## src/rtl/ctr_rq_sched.sv

```systemverilog
// Counter-increment request scheduler: edge-captures PINC/MINC per channel, nets opposing requests,
// and issues one fixed-priority grant per MCT at T12_STB (grant visible the clock after the strobe).
module ctr_rq_sched #(
    parameter int NREQ = 8
) (
    input  logic            SIM_CLK,
    input  logic            SIM_RST,
    input  logic            T12_STB,
    input  logic            GOJAM,
    input  logic            INKL,
    input  logic [NREQ-1:0] PINC_RQ,
    input  logic [NREQ-1:0] MINC_RQ,
    output logic [NREQ-1:0] CTR_GNT,
    output logic            CTR_DN,
    output logic            CTR_BUSY,
    output logic [NREQ-1:0] RQ_PEND,
    output logic            RQ_LOST
);

    logic [NREQ-1:0] prev_p_q, prev_m_q;
    logic [NREQ-1:0] pend_up_q, pend_up_d;
    logic [NREQ-1:0] pend_dn_q, pend_dn_d;
    logic [NREQ-1:0] gnt_q, gnt_d;
    logic            dn_q, dn_d;
    logic            lost_q, lost_d;
    logic [NREQ-1:0] new_up, new_dn;
    logic            found;

    always_comb begin
        new_up    = PINC_RQ & ~prev_p_q;
        new_dn    = MINC_RQ & ~prev_m_q;
        pend_up_d = pend_up_q;
        pend_dn_d = pend_dn_q;
        gnt_d     = gnt_q;
        dn_d      = dn_q;
        lost_d    = lost_q;
        found     = 1'b0;

        // Selection looks at pending state from the start of the clock, so a
        // request edge arriving with the strobe waits for the next MCT.
        if (T12_STB) begin
            gnt_d = '0;
            dn_d  = 1'b0;
            if (!INKL) begin
                for (int i = 0; i < NREQ; i++) begin
                    if (!found && (pend_up_q[i] | pend_dn_q[i])) begin
                        found        = 1'b1;
                        gnt_d[i]     = 1'b1;
                        dn_d         = pend_dn_q[i];
                        pend_up_d[i] = 1'b0;
                        pend_dn_d[i] = 1'b0;
                    end
                end
            end
        end

        for (int i = 0; i < NREQ; i++) begin
            if (new_up[i] && !new_dn[i]) begin
                if (pend_dn_d[i])
                    pend_dn_d[i] = 1'b0;
                else if (pend_up_d[i])
                    lost_d = 1'b1;
                else
                    pend_up_d[i] = 1'b1;
            end else if (new_dn[i] && !new_up[i]) begin
                if (pend_up_d[i])
                    pend_up_d[i] = 1'b0;
                else if (pend_dn_d[i])
                    lost_d = 1'b1;
                else
                    pend_dn_d[i] = 1'b1;
            end
        end

        if (GOJAM) begin
            pend_up_d = '0;
            pend_dn_d = '0;
            gnt_d     = '0;
            dn_d      = 1'b0;
            lost_d    = lost_q;
        end
    end

    always_ff @(posedge SIM_CLK) begin
        // Edge detectors always track the inputs, so levels held through
        // reset or GOJAM never register as new requests.
        prev_p_q <= PINC_RQ;
        prev_m_q <= MINC_RQ;
        if (SIM_RST) begin
            pend_up_q <= '0;
            pend_dn_q <= '0;
            gnt_q     <= '0;
            dn_q      <= 1'b0;
            lost_q    <= 1'b0;
        end else begin
            pend_up_q <= pend_up_d;
            pend_dn_q <= pend_dn_d;
            gnt_q     <= gnt_d;
            dn_q      <= dn_d;
            lost_q    <= lost_d;
        end
    end

    assign CTR_GNT  = gnt_q;
    assign CTR_DN   = dn_q;
    assign CTR_BUSY = |gnt_q;
    assign RQ_PEND  = pend_up_q | pend_dn_q;
    assign RQ_LOST  = lost_q;

endmodule
```

## config.mk

```make
export PLATFORM = sky130hd
export DESIGN_NAME = ctr_rq_sched
export DESIGN_NICKNAME = d
export VERILOG_FILES = /design/src/rtl/ctr_rq_sched.sv
export SDC_FILE = /design/constraint.sdc
export NUM_CORES = 1
export LEC_CHECK = 0
export ABC_AREA = 0
export ABC_CLOCK_PERIOD_IN_PS = 2260
export BUFFER_PORTS_ARGS = -buffer_cell sky130_fd_sc_hd__clkbuf_2
export CAP_MARGIN = 20
export CORE_UTILIZATION = 43
export CTS_CLUSTER_DIAMETER = 40
export DETAILED_ROUTE_END_ITERATION = 12
export GPL_TIMING_DRIVEN = 0
export MAX_ROUTING_LAYER = met4
export PLACE_DENSITY = 0.65
export RECOVER_POWER = 100
export SYNTH_ARGS = -nofsm -noshare
export SYNTH_HDL_FRONTEND = slang
export SYNTH_SLANG_ARGS = --single-unit
```

## constraint.sdc

```tcl
create_clock -name SIM_CLK -period 2.26 [get_ports SIM_CLK]
set_input_delay 0.226 -clock SIM_CLK [delete_from_list [all_inputs] [get_ports SIM_CLK]]
set_output_delay 0.226 -clock SIM_CLK [all_outputs]
set_load 0.01 [all_outputs]
```

Yosys cells after proc, flatten, opt, wreduce, memory -nomap -nowiden
Cells that the tools add are included.
{"block": "classes", "muxes": 146, "n_bitwise": 13, "reduce_logical": 56}
{"operator": "2-to-1 mux 1 bit", "n": 141}
{"operator": "2-to-1 mux 8 bit", "n": 5}
{"operator": "OR reduction 3 bit", "n": 8}
{"operator": "logical AND 1 bit", "n": 23}
{"operator": "zero test 1 bit", "n": 23}
{"operator": "AND 8 bit", "n": 2}
{"operator": "inverter 8 bit", "n": 2}
{"operator": "OR 1 bit", "n": 8}
{"operator": "OR 8 bit", "n": 1}
{"operator": "OR reduction 8 bit", "n": 1}
{"operator": "OR reduction 2 bit", "n": 1}
{"block": "word_totals", "reg_bits": 42, "inputBits": 21, "elab_cells": 229}

Logic depth before layout (Yosys ltp)
Gate-level depths: netlist of run 1.
{"block": "logic_depth", "depth_word": 71, "mapped_depth": 7}

Least setup slack after synthesis of run 1
No wires, ideal clock.
{"block": "synth_timing", "kind": "flip-flop to flip-flop", "start": "reg pend_dn_q[0]", "end": "reg pend_up_q[7]", "setup_ns": 0.128, "arrival_ns": 1.626, "t_required_ns": 2.132, "slack_ns": 0.507, "stages_incl_launch_ff": 7, "path_buffers": 0, "synth_period_minus_slack_ns": 1.753, "cell_sequence": "dfxtp_1 nor4b_4 nand4_4 or3_4 a21o_1 a22oi_1 nor2_1"}
{"block": "synth_via", "elab_chain_len": 41, "elab_cells_between_ends": 45}
{"element": "start, declared", "line_no": "22", "rtl": "logic [NREQ-1:0] pend_dn_q, pend_dn_d;"}
{"element": "start signal, assigned", "line_no": "97", "rtl": "pend_dn_q <= pend_dn_d;"}
{"element": "OR 1 bit (*)", "line_no": "46", "rtl": "if (!found && (pend_up_q[i] | pend_dn_q[i])) begin"}
{"element": "2-to-1 mux 1 bit (*)", "line_no": "46"}
{"element": "2-to-1 mux 1 bit (*)", "line_no": "44", "rtl": "if (!INKL) begin"}
{"element": "2-to-1 mux 1 bit (*)", "line_no": "41", "rtl": "if (T12_STB) begin"}
{"element": "zero test 1 bit", "line_no": "46"}
{"element": "logical AND 1 bit", "line_no": "46"}
{"element": "2-to-1 mux 1 bit (*)", "line_no": "46"}
{"element": "2-to-1 mux 1 bit (*)", "line_no": "44"}
{"element": "(+25 left out)"}
{"element": "2-to-1 mux 1 bit (*)", "line_no": "41"}
{"element": "zero test 1 bit (*)", "line_no": "46"}
{"element": "logical AND 1 bit (*)", "line_no": "46"}
{"element": "2-to-1 mux 1 bit", "line_no": "46"}
{"element": "2-to-1 mux 8 bit", "line_no": "44"}
{"element": "2-to-1 mux 8 bit", "line_no": "41"}
{"element": "2-to-1 mux 1 bit (on tied branches)", "line_no": "65, 59"}
{"element": "2-to-1 mux 1 bit (*)", "line_no": "58", "rtl": "if (new_up[i] && !new_dn[i]) begin"}
{"element": "end signal, assigned", "line_no": "96", "rtl": "pend_up_q <= pend_up_d;"}
{"element": "end, declared", "line_no": "21", "rtl": "logic [NREQ-1:0] pend_up_q, pend_up_d;"}
Mark *: on every way between the ends. The rest lies on a longest branch, timed or not. The select of a mux whose other input is x is not followed.
A chain may end at the register's enable or synchronous reset.

Worst setup path in the final report of run 1
Ends and elaborated chain as after synthesis.

==> results of run 1 <==
-- kinds of logic (layout without fill, tap and decap cells) --
family / after synthesis / count (layout) / share of synthesized area (%)
adder cells (fa/ha/maj): 1 / 1 / 0.565
flip-flops: 42 / 42 / 42.2
AND/OR/NAND/NOR: 120 / 120 / 34.1
buffers and inverters: 18 / 65 / 3.39
AO/OA/AOI/OAI: 64 / 64 / 19.8
-- worst reg2reg max path, cell delays in order, from the launching register on --
cell	delay [ns]
dfxtp_1	0.40
nor4b_4	0.47
nand4_4	0.20
or3_1	0.43
a21o_1	0.20
a22oi_1	0.19
nor2_1	0.05
-- final cells by class --
type | instances | share of cell area (%)
well taps | 52 | 2.80
clock buffers | 8 | 4.74
multi-input cells | 185 | 46.5
inverters | 13 | 2.10
repair buffers | 39 | 6.89
plain buffers | 5 | 0.808
flip-flops and latches | 42 | 36.2
-- per-stage QoR --
step / hold WS [ns] / instances
floorplan: 0.254 / 245
global placement: 0.340 / 336
detailed placement: 0.341 / 336
CTS: 0.0297 / 344
global route: 0.0217 / 344
finish: 0.0334 / 344
-- power by group --
group	total, mW	leakage (nW)	internal, mW	switching, mW
clock	0.567	0.0575	0.309	0.258
sequential	0.785	0.346	0.765	0.0199
combinational	0.191	0.505	0.0801	0.111
-- metal layers --
layer  vias up  wire length (um)
li1        943                 -
met4         0                61
met2        35              1900
met1       832              2250
met3         7               197
met5         -                 0
-- state kept, by name, indices dropped and copies added, names as in the netlist --
name,flops
CTR_GNT,8
CTR_DN,1
RQ_LOST,1
prev_m_q,8
pend_dn_q,8
pend_up_q,8
prev_p_q,8
-- final timing paths --
kind,endpoint,cells past startpoint,from,slack (ns)
worst min-delay path,prev_p_q[5]$_DFF_P_,1,PINC_RQ[5],0.03
worst min register to register,CTR_GNT[6]$_SDFFE_PP0P_,2,CTR_GNT[6]$_SDFFE_PP0P_,0.49
worst max register to register,pend_up_q[7]$_SDFF_PP0_,6,pend_dn_q[0]$_SDFF_PP0_,0.20
worst max-delay path,pend_up_q[7]$_SDFF_PP0_,6,pend_dn_q[0]$_SDFF_PP0_,0.20
-- layout by cell type, fill, tap and decap left out, drive strengths merged, types with 4 or more instances in the layout --
master   n
nand2b  20
clkbuf  51
nand3    7
nor3b    4
or2      4
a211oi   5
inv     13
a22oi    5
nor2    23
nor3     4
nor4     5
dfxtp   42
nor2b   12
nand2   32
o21ai   13
a21oi   26
==> impl_metrics.ini, run 1 <==
[worst_setup_path]
worst_setup_path_start_kind = register
critPathArrivalTime_ns = 2.24
critPathCaptureType = register
path_class = register to register
critical_path_peak_fanout = 7
critPathSlowestCell = nor4b_4
required_ns = 2.44
cpPeakStageDelay_ns = 0.46
crit_chain = nor4b_4 -> nand4_4 -> or3_1 -> a21o_1 -> a22oi_1 -> nor2_1
path_delay_family = simple AND/OR/NAND/NOR gates
path_buf_inv = 0

[final_layout]
layout.nets = 312
seqCellArea_um2 = 841
multi_input_area_um2 = 1080
drive_gt1_share_pct = 9.59
fin_area_um2 = 2320
utilization_pct = 52.6
syn_to_final_growth_pct = 16.6
n_antenna_cell = 0
nFillCells = 447

[timing]
rsz0062_at_grt = false
fin_crit_ns = 2.06
fmax_ghz = 0.486
tns_ns = 0
worst_pin_slew_ns = 0.529
hold_viol = 0
finalWorstSetupSlack_ns = 0.201
skew_ns = 0.00277
fin_crit_sh_pct = 91.1
finalMaxSlewViolations = 0
setup_viol = 0
maxSlewHeadroom_pct = 64.7

[route]
antenna_left = 0
wl_per_cell_um = 12.8
viasPerCell = 5.28
drc = 0
drt_pass1_iterations = 4
wl_um = 4400
drt_iter0_drc = 113
num_vias = 1817

[logic_synthesis]
synth_area_per_cell_um2 = 8.14
ys_top_cells_by_count = dfxtp_1, nand2_1, a21oi_1
ys.flop_type = dfxtp_1
yosys.area.top_type = dfxtp_1
netlist_area_um2 = 1990
synth_top_area_share_pct = 42.2
yosys-top-cells-area = dfxtp_1, a21oi_1, nand2b_1
synthesis.nets = 266
post-synth-top-count-cell = dfxtp_1
synth_cells = 245
ys_seq_area_share_pct = 42.2
synth_edf_count = 0
async_reset_ff_share_pct = 0
yosys_warnings = 0
synth_seq_cells = 42
synth_cell_type_count = 38

[floorplanning]
die-height_um = 70.1
fp-row-count = 24
start_util_pct = 45.2
dieArea_um2 = 4910
dieWidth_um = 70.1
num_io_pins = 40
placeableCoreArea_um2 = 4410

[cts]
cts_made_buffers = 5
hold_buffers = 0
clkSlewWorstSetupHoldPaths_ns = 0.08
post_cts_buffers = 0
tritoncts = built
cts-resized-gates = 0
cts_root_buf = clkbuf_8
cts.htree.levels = 2
clk_latency_ns = 0.30
clk_path_buf_depth = 2
cts.sinks = 42

[worst_hold_path]
hp-class = input pin to register

[global_routing]
antenna_found_initial = 0
use_met3_pct = 5.63
top_usage_layer = met2
grt_overflow = 0
grt_pass1_vias = 1602
met2_usage_pct = 28.7
use_met1_pct = 26.8
grt_usage_pct = 19.9
grt_max_degree = 13
grt_pass1_wl_um = 7440

[place]
io_buffers = 39
post-dp-hpwl_um = 3410
place_congestion = 0.831
dp_slack_ns = 0.301
dpl_cell_area_um2 = 2250

[power]
p_per_area_nw_per_um2 = 664
total_leakage_power_nw = 0.909
vdd_drop_max_v = 0.000381
p_total_mw = 1.54

[status]
outcome = finished clean

[run]
drv_cap = 0
No activity file was read; power rests on OpenSTA's default activity.
==> run 2: changes to the inputs <==
--- a/config.mk
+++ b/config.mk
@@ -9,12 +9,12 @@
 export ABC_CLOCK_PERIOD_IN_PS = 2260
 export BUFFER_PORTS_ARGS = -buffer_cell sky130_fd_sc_hd__clkbuf_2
 export CAP_MARGIN = 20
-export CORE_UTILIZATION = 43
+export CORE_UTILIZATION = 54
 export CTS_CLUSTER_DIAMETER = 40
 export DETAILED_ROUTE_END_ITERATION = 12
 export GPL_TIMING_DRIVEN = 0
 export MAX_ROUTING_LAYER = met4
-export PLACE_DENSITY = 0.65
+export PLACE_DENSITY = 0.79
 export RECOVER_POWER = 100
 export SYNTH_ARGS = -nofsm -noshare
 export SYNTH_HDL_FRONTEND = slang
==> impl_metrics.ini, run 2 (same netlist as run 1, synthesis figures left out) <==
[timing]
tns_ns = 0
fin_crit_sh_pct = 92.6
whs_ns = 0.0286
fin_crit_ns = 2.09
setup_viol = 0
skew_ns = 0.00679
fmax_ghz = 0.478
hold_viol = 0
maxSlewHeadroom_pct = 59.0
finalMaxSlewViolations = 0
rsz0062_at_grt = false
worst_pin_slew_ns = 0.614

[global_routing]
grt_overflow = 0
grt_pass1_wl_um = 7060
grt_usage_pct = 23.8
antenna_found_initial = 0
grt_max_degree = 14
grt_pass1_vias = 1574

[floorplanning]
fp-row-count = 21
placeableCoreArea_um2 = 3440
num_io_pins = 40
die-height_um = 62.8
dieArea_um2 = 3940
start_util_pct = 57.9
dieWidth_um = 62.8

[cts]
post_cts_buffers = 0
clk_path_buf_depth = 2
cts_root_buf = clkbuf_8
cts_made_buffers = 5
clk_latency_ns = 0.30
tritoncts = built
clkSlewWorstSetupHoldPaths_ns = 0.08
cts.sinks = 42
cts.htree.levels = 2
cts-resized-gates = 0
hold_buffers = 0

[final_layout]
layout.nets = 312
nFillCells = 323
drive_gt1_share_pct = 9.59
multi_input_area_um2 = 1070
n_antenna_cell = 0
final_cells = 338
mostFrequentLayoutCell = dfxtp_1
final_cell_mix = dfxtp_1, nand2_1, clkbuf_1
seqCellArea_um2 = 841
syn_to_final_growth_pct = 15.6

[worst_setup_path]
required_ns = 2.44
critPathArrivalTime_ns = 2.28
critPathSlowestCell = or3_4
path_buf_inv = 0
path_delay_family = simple AND/OR/NAND/NOR gates
cpPeakStageDelay_ns = 0.43
critical_path_peak_fanout = 7
crit_chain = nor4b_4 -> nand4_1 -> or3_4 -> a21o_1 -> a22oi_1 -> nor2_1
critPathCaptureType = register
path_class = register to register
worst_setup_path_start_kind = register

[route]
drt_iter0_drc = 139
viasPerCell = 5.43
antenna_left = 0
drc = 0
wl_per_cell_um = 13.1
wl_um = 4430
num_vias = 1837
drt_pass1_iterations = 4

[worst_hold_path]
hp-class = input pin to register

[power]
p_per_area_nw_per_um2 = 678
total_leakage_power_nw = 0.912
vdd_drop_max_v = 0.000504

[run]
drv_cap = 0

[place]
post-dp-hpwl_um = 3280
dp.cells = 330
place_congestion = 0.866
io_buffers = 39

[status]
outcome = finished clean
## run 2: final cells by class
type                    count  area share [%]
flip-flops and latches     42            36.5
multi-input cells         185            46.4
clock inverters             3            1.74
inverters                  13            2.12
well taps                  46            2.50
clock buffers               5            2.99
repair buffers             39            7.00
plain buffers               5           0.814
## run 2: path summary, 6_finish.rpt
kind                                               from                      end  slack (ns)  cells after the start
worst max-delay path            pend_dn_q[0]$_SDFF_PP0_  pend_up_q[7]$_SDFF_PP0_        0.17                      6
worst min-delay path                         PINC_RQ[5]      prev_p_q[5]$_DFF_P_        0.03                      1
worst max register to register  pend_dn_q[0]$_SDFF_PP0_  pend_up_q[7]$_SDFF_PP0_        0.17                      6
worst min register to register  CTR_GNT[1]$_SDFFE_PP0P_  CTR_GNT[1]$_SDFFE_PP0P_        0.49                      2
## run 2: worst reg2reg max path, delay by kind of cell (launching register included)
| family | cells | cell delay [ns] |
|---|---|---|
| DFF | 1 | 0.39 |
| AOI/OAI and AO/OA | 2 | 0.38 |
| and+or+nand+nor | 4 | 1.21 |
## run 2: report_power, final
| part | internal [mW] | leakage [nW] | total, mW | switching [mW] |
|---|---|---|---|---|
| registers | 0.766 | 0.346 | 0.786 | 0.0201 |
| logic | 0.0789 | 0.508 | 0.188 | 0.109 |
| clock network | 0.325 | 0.0579 | 0.588 | 0.263 |
## run 2: stage by stage
stage	utilization (%)	instance area, um2	setup slack, ns	total power [mW]
final	67.0	2300	0.167	1.56
after global routing	67.0	2300	0.0836	1.63
after CTS	68.4	2350	0.275	1.57
after detailed placement	65.2	2250	0.289	0.998
after global placement	65.2	2250	0.334	0.993
after floorplan	-	1990	0.507	0.933
## run 2: per-layer routing
metal	wire length (um)	track usage [%]	vias to the layer above
met2	2090	37.1	65
met4	74	11.3	0
met1	1900	30.0	819
li1	-	-	945
met3	368	4.01	8
met5	0	-	-
==> run 3: changes to the inputs <==
--- a/config.mk
+++ b/config.mk
@@ -5,7 +5,7 @@
 export SDC_FILE = /design/constraint.sdc
 export NUM_CORES = 1
 export LEC_CHECK = 0
-export ABC_AREA = 0
+export ABC_AREA = 1
 export ABC_CLOCK_PERIOD_IN_PS = 2260
 export BUFFER_PORTS_ARGS = -buffer_cell sky130_fd_sc_hd__clkbuf_2
 export CAP_MARGIN = 20
@@ -14,7 +14,7 @@
 export DETAILED_ROUTE_END_ITERATION = 12
 export GPL_TIMING_DRIVEN = 0
 export MAX_ROUTING_LAYER = met4
-export PLACE_DENSITY = 0.79
+export PLACE_DENSITY = 0.78
 export RECOVER_POWER = 100
 export SYNTH_ARGS = -nofsm -noshare
 export SYNTH_HDL_FRONTEND = slang
==> impl_metrics.ini, run 3 <==
[status]
outcome = finished clean

[timing]
worst_pin_slew_ns = 0.548
hold_viol = 0
finalMaxSlewViolations = 0
fin_crit_ns = 1.78
maxSlewHeadroom_pct = 63.5
fin_crit_sh_pct = 78.6
tns_ns = 0
finalWorstSetupSlack_ns = 0.484
rsz0062_at_grt = false
fmax_ghz = 0.563
skew_ns = 0.00546
setup_viol = 0

[logic_synthesis]
synth_cell_type_count = 32
post-synth-top-count-cell = nand2_1
async_reset_ff_share_pct = 0
netlist_area_um2 = 2010
ys_top_cells_by_count = nand2_1, inv_1, dfxtp_1
synth_cells = 277
synth_top_area_share_pct = 41.8
yosys.area.top_type = dfxtp_1
synthesis.nets = 298
yosys_warnings = 0
ys.flop_type = dfxtp_1
yosys-top-cells-area = dfxtp_1, nand2_1, inv_1
synth_area_per_cell_um2 = 7.27
synth_edf_count = 0
synth_seq_cells = 42
ys_seq_area_share_pct = 41.8

[floorplanning]
placeableCoreArea_um2 = 3440
num_io_pins = 40
die-height_um = 63.1
dieWidth_um = 63.1
fp-row-count = 21
start_util_pct = 58.5
dieArea_um2 = 3980

[cts]
cts.htree.levels = 2
cts.sinks = 42
tritoncts = built
clk_latency_ns = 0.29
cts_made_buffers = 5
cts_root_buf = clkbuf_8
post_cts_buffers = 0
clk_path_buf_depth = 2
cts-resized-gates = 0
clkSlewWorstSetupHoldPaths_ns = 0.07
hold_buffers = 0

[run]
drv_cap = 0

[global_routing]
grt_pass1_vias = 1718
antenna_found_initial = 0
grt_pass1_wl_um = 7130
grt_max_degree = 12
grt_overflow = 0
grt_usage_pct = 23.5

[final_layout]
fin_area_um2 = 2230
n_antenna_cell = 0
mostFrequentLayoutCell = nand2_1
syn_to_final_growth_pct = 10.9
drive_gt1_share_pct = 8.98
utilization_pct = 64.8
final_cell_mix = nand2_1, inv_1, dfxtp_1
layout.nets = 344
nFillCells = 345

[route]
drc = 0
drt_pass1_iterations = 4
antenna_left = 0
viasPerCell = 5.09
wl_um = 4060
num_vias = 1878
wl_per_cell_um = 11.0
drt_iter0_drc = 87

[place]
dpl_cell_area_um2 = 2270
post-dp-hpwl_um = 3100
place_congestion = 0.880
dp_slack_ns = 0.681
io_buffers = 39

[worst_hold_path]
worstHoldStart = MINC_RQ[2]
hold_path_depth = 1
holdPathEnd = prev_m_q[2]$_DFF_P_
hp-class = input pin to register

[worst_setup_path]
critPathArrivalTime_ns = 2.01
required_ns = 2.49
path_class = register to register
worst_setup_path_start_kind = register
timing.rr.end = RQ_LOST$_SDFFE_PP0N_
rr_startpoint = pend_dn_q[0]$_SDFF_PP0_
worst-r2r-cell-count = 11
regToRegSetupSlack_ns = 0.48
critPathCaptureType = register
critical_path_peak_fanout = 5

[power]
total_leakage_power_nw = 1.03
p_total_mw = 1.40
p_per_area_nw_per_um2 = 627
vdd_drop_max_v = 0.000397
-- run 3: cell types whose count changed after synthesis, moves of 10 or more --
cell and change:
nand2b_1 -20, nor2b_1 -12, nor2_1 +10, nand2_1 +19, nand4_1 +12, nand3_1 +11, inv_1 +34
-- run 3: stage by stage --
stage,std cells,hold WS [ns]
2_1_floorplan,277,0.254
3_3_place_gp,362,0.342
3_5_place_dp,362,0.345
4_1_cts,369,0.0407
5_1_grt,369,0.0390
6_report,369,0.0469
-- run 3: final cells by class --
cell class / instances / area, um2 / area share, %
buffer: 2 / 7.51 / 0.336
clock buffer: 7 / 76.3 / 3.42
inverter: 50 / 188 / 8.41
multi-input combinational: 183 / 901 / 40.4
sequential: 42 / 841 / 37.7
tap: 46 / 57.6 / 2.58
timing repair buffer: 39 / 161 / 7.23
-- run 3: cells by family after synthesis --
| kind of cell | count (synthesis) | synth area share (%) |
|---|---|---|
| and+or+nand+nor | 145 | 36.9 |
| buffers and inverters | 52 | 9.70 |
| DFF | 42 | 41.8 |
| AOI/OAI and AO/OA | 38 | 11.6 |
-- run 3: power breakdown --
part	switching, mW	internal [mW]
Combinational	0.115	0.0599
Sequential	0.0148	0.766
Clock	0.231	0.213
Total	0.361	1.04
-- run 3: worst max-delay path, stage by stage (launching register included) --
cell,delay [ns]
dfxtp_1,0.34
nor2_1,0.23
nand2_1,0.14
nor3_1,0.28
nand2_2,0.16
nand2_1,0.12
nand3_1,0.11
nor2_2,0.11
nor2_1,0.05
nand3_1,0.07
nor2_1,0.05
nor2_1,0.07
-- run 3: worst max path at each step --
stage          slack (ns)  cells after the start                 endpoint                     from
4_1_cts              0.67                     12     RQ_LOST$_SDFFE_PP0N_  pend_dn_q[0]$_SDFF_PP0_
2_1_floorplan        0.87                      7  pend_dn_q[7]$_SDFF_PP0_  pend_dn_q[3]$_SDFF_PP0_
3_5_place_dp         0.68                     14     RQ_LOST$_SDFFE_PP0N_                  T12_STB
5_1_grt              0.31                     11     RQ_LOST$_SDFFE_PP0N_  pend_dn_q[0]$_SDFF_PP0_
3_3_place_gp         0.70                      8     RQ_LOST$_SDFFE_PP0N_  pend_dn_q[3]$_SDFF_PP0_
6_report             0.48                     11     RQ_LOST$_SDFFE_PP0N_  pend_dn_q[0]$_SDFF_PP0_
-- run 3: per-layer routing --
metal	track usage, %	vias up	wire length [um]
li1	-	996	-
met1	27.6	829	2040
met2	39.2	49	1790
met3	5.43	4	198
met4	7.85	0	35
met5	-	-	0
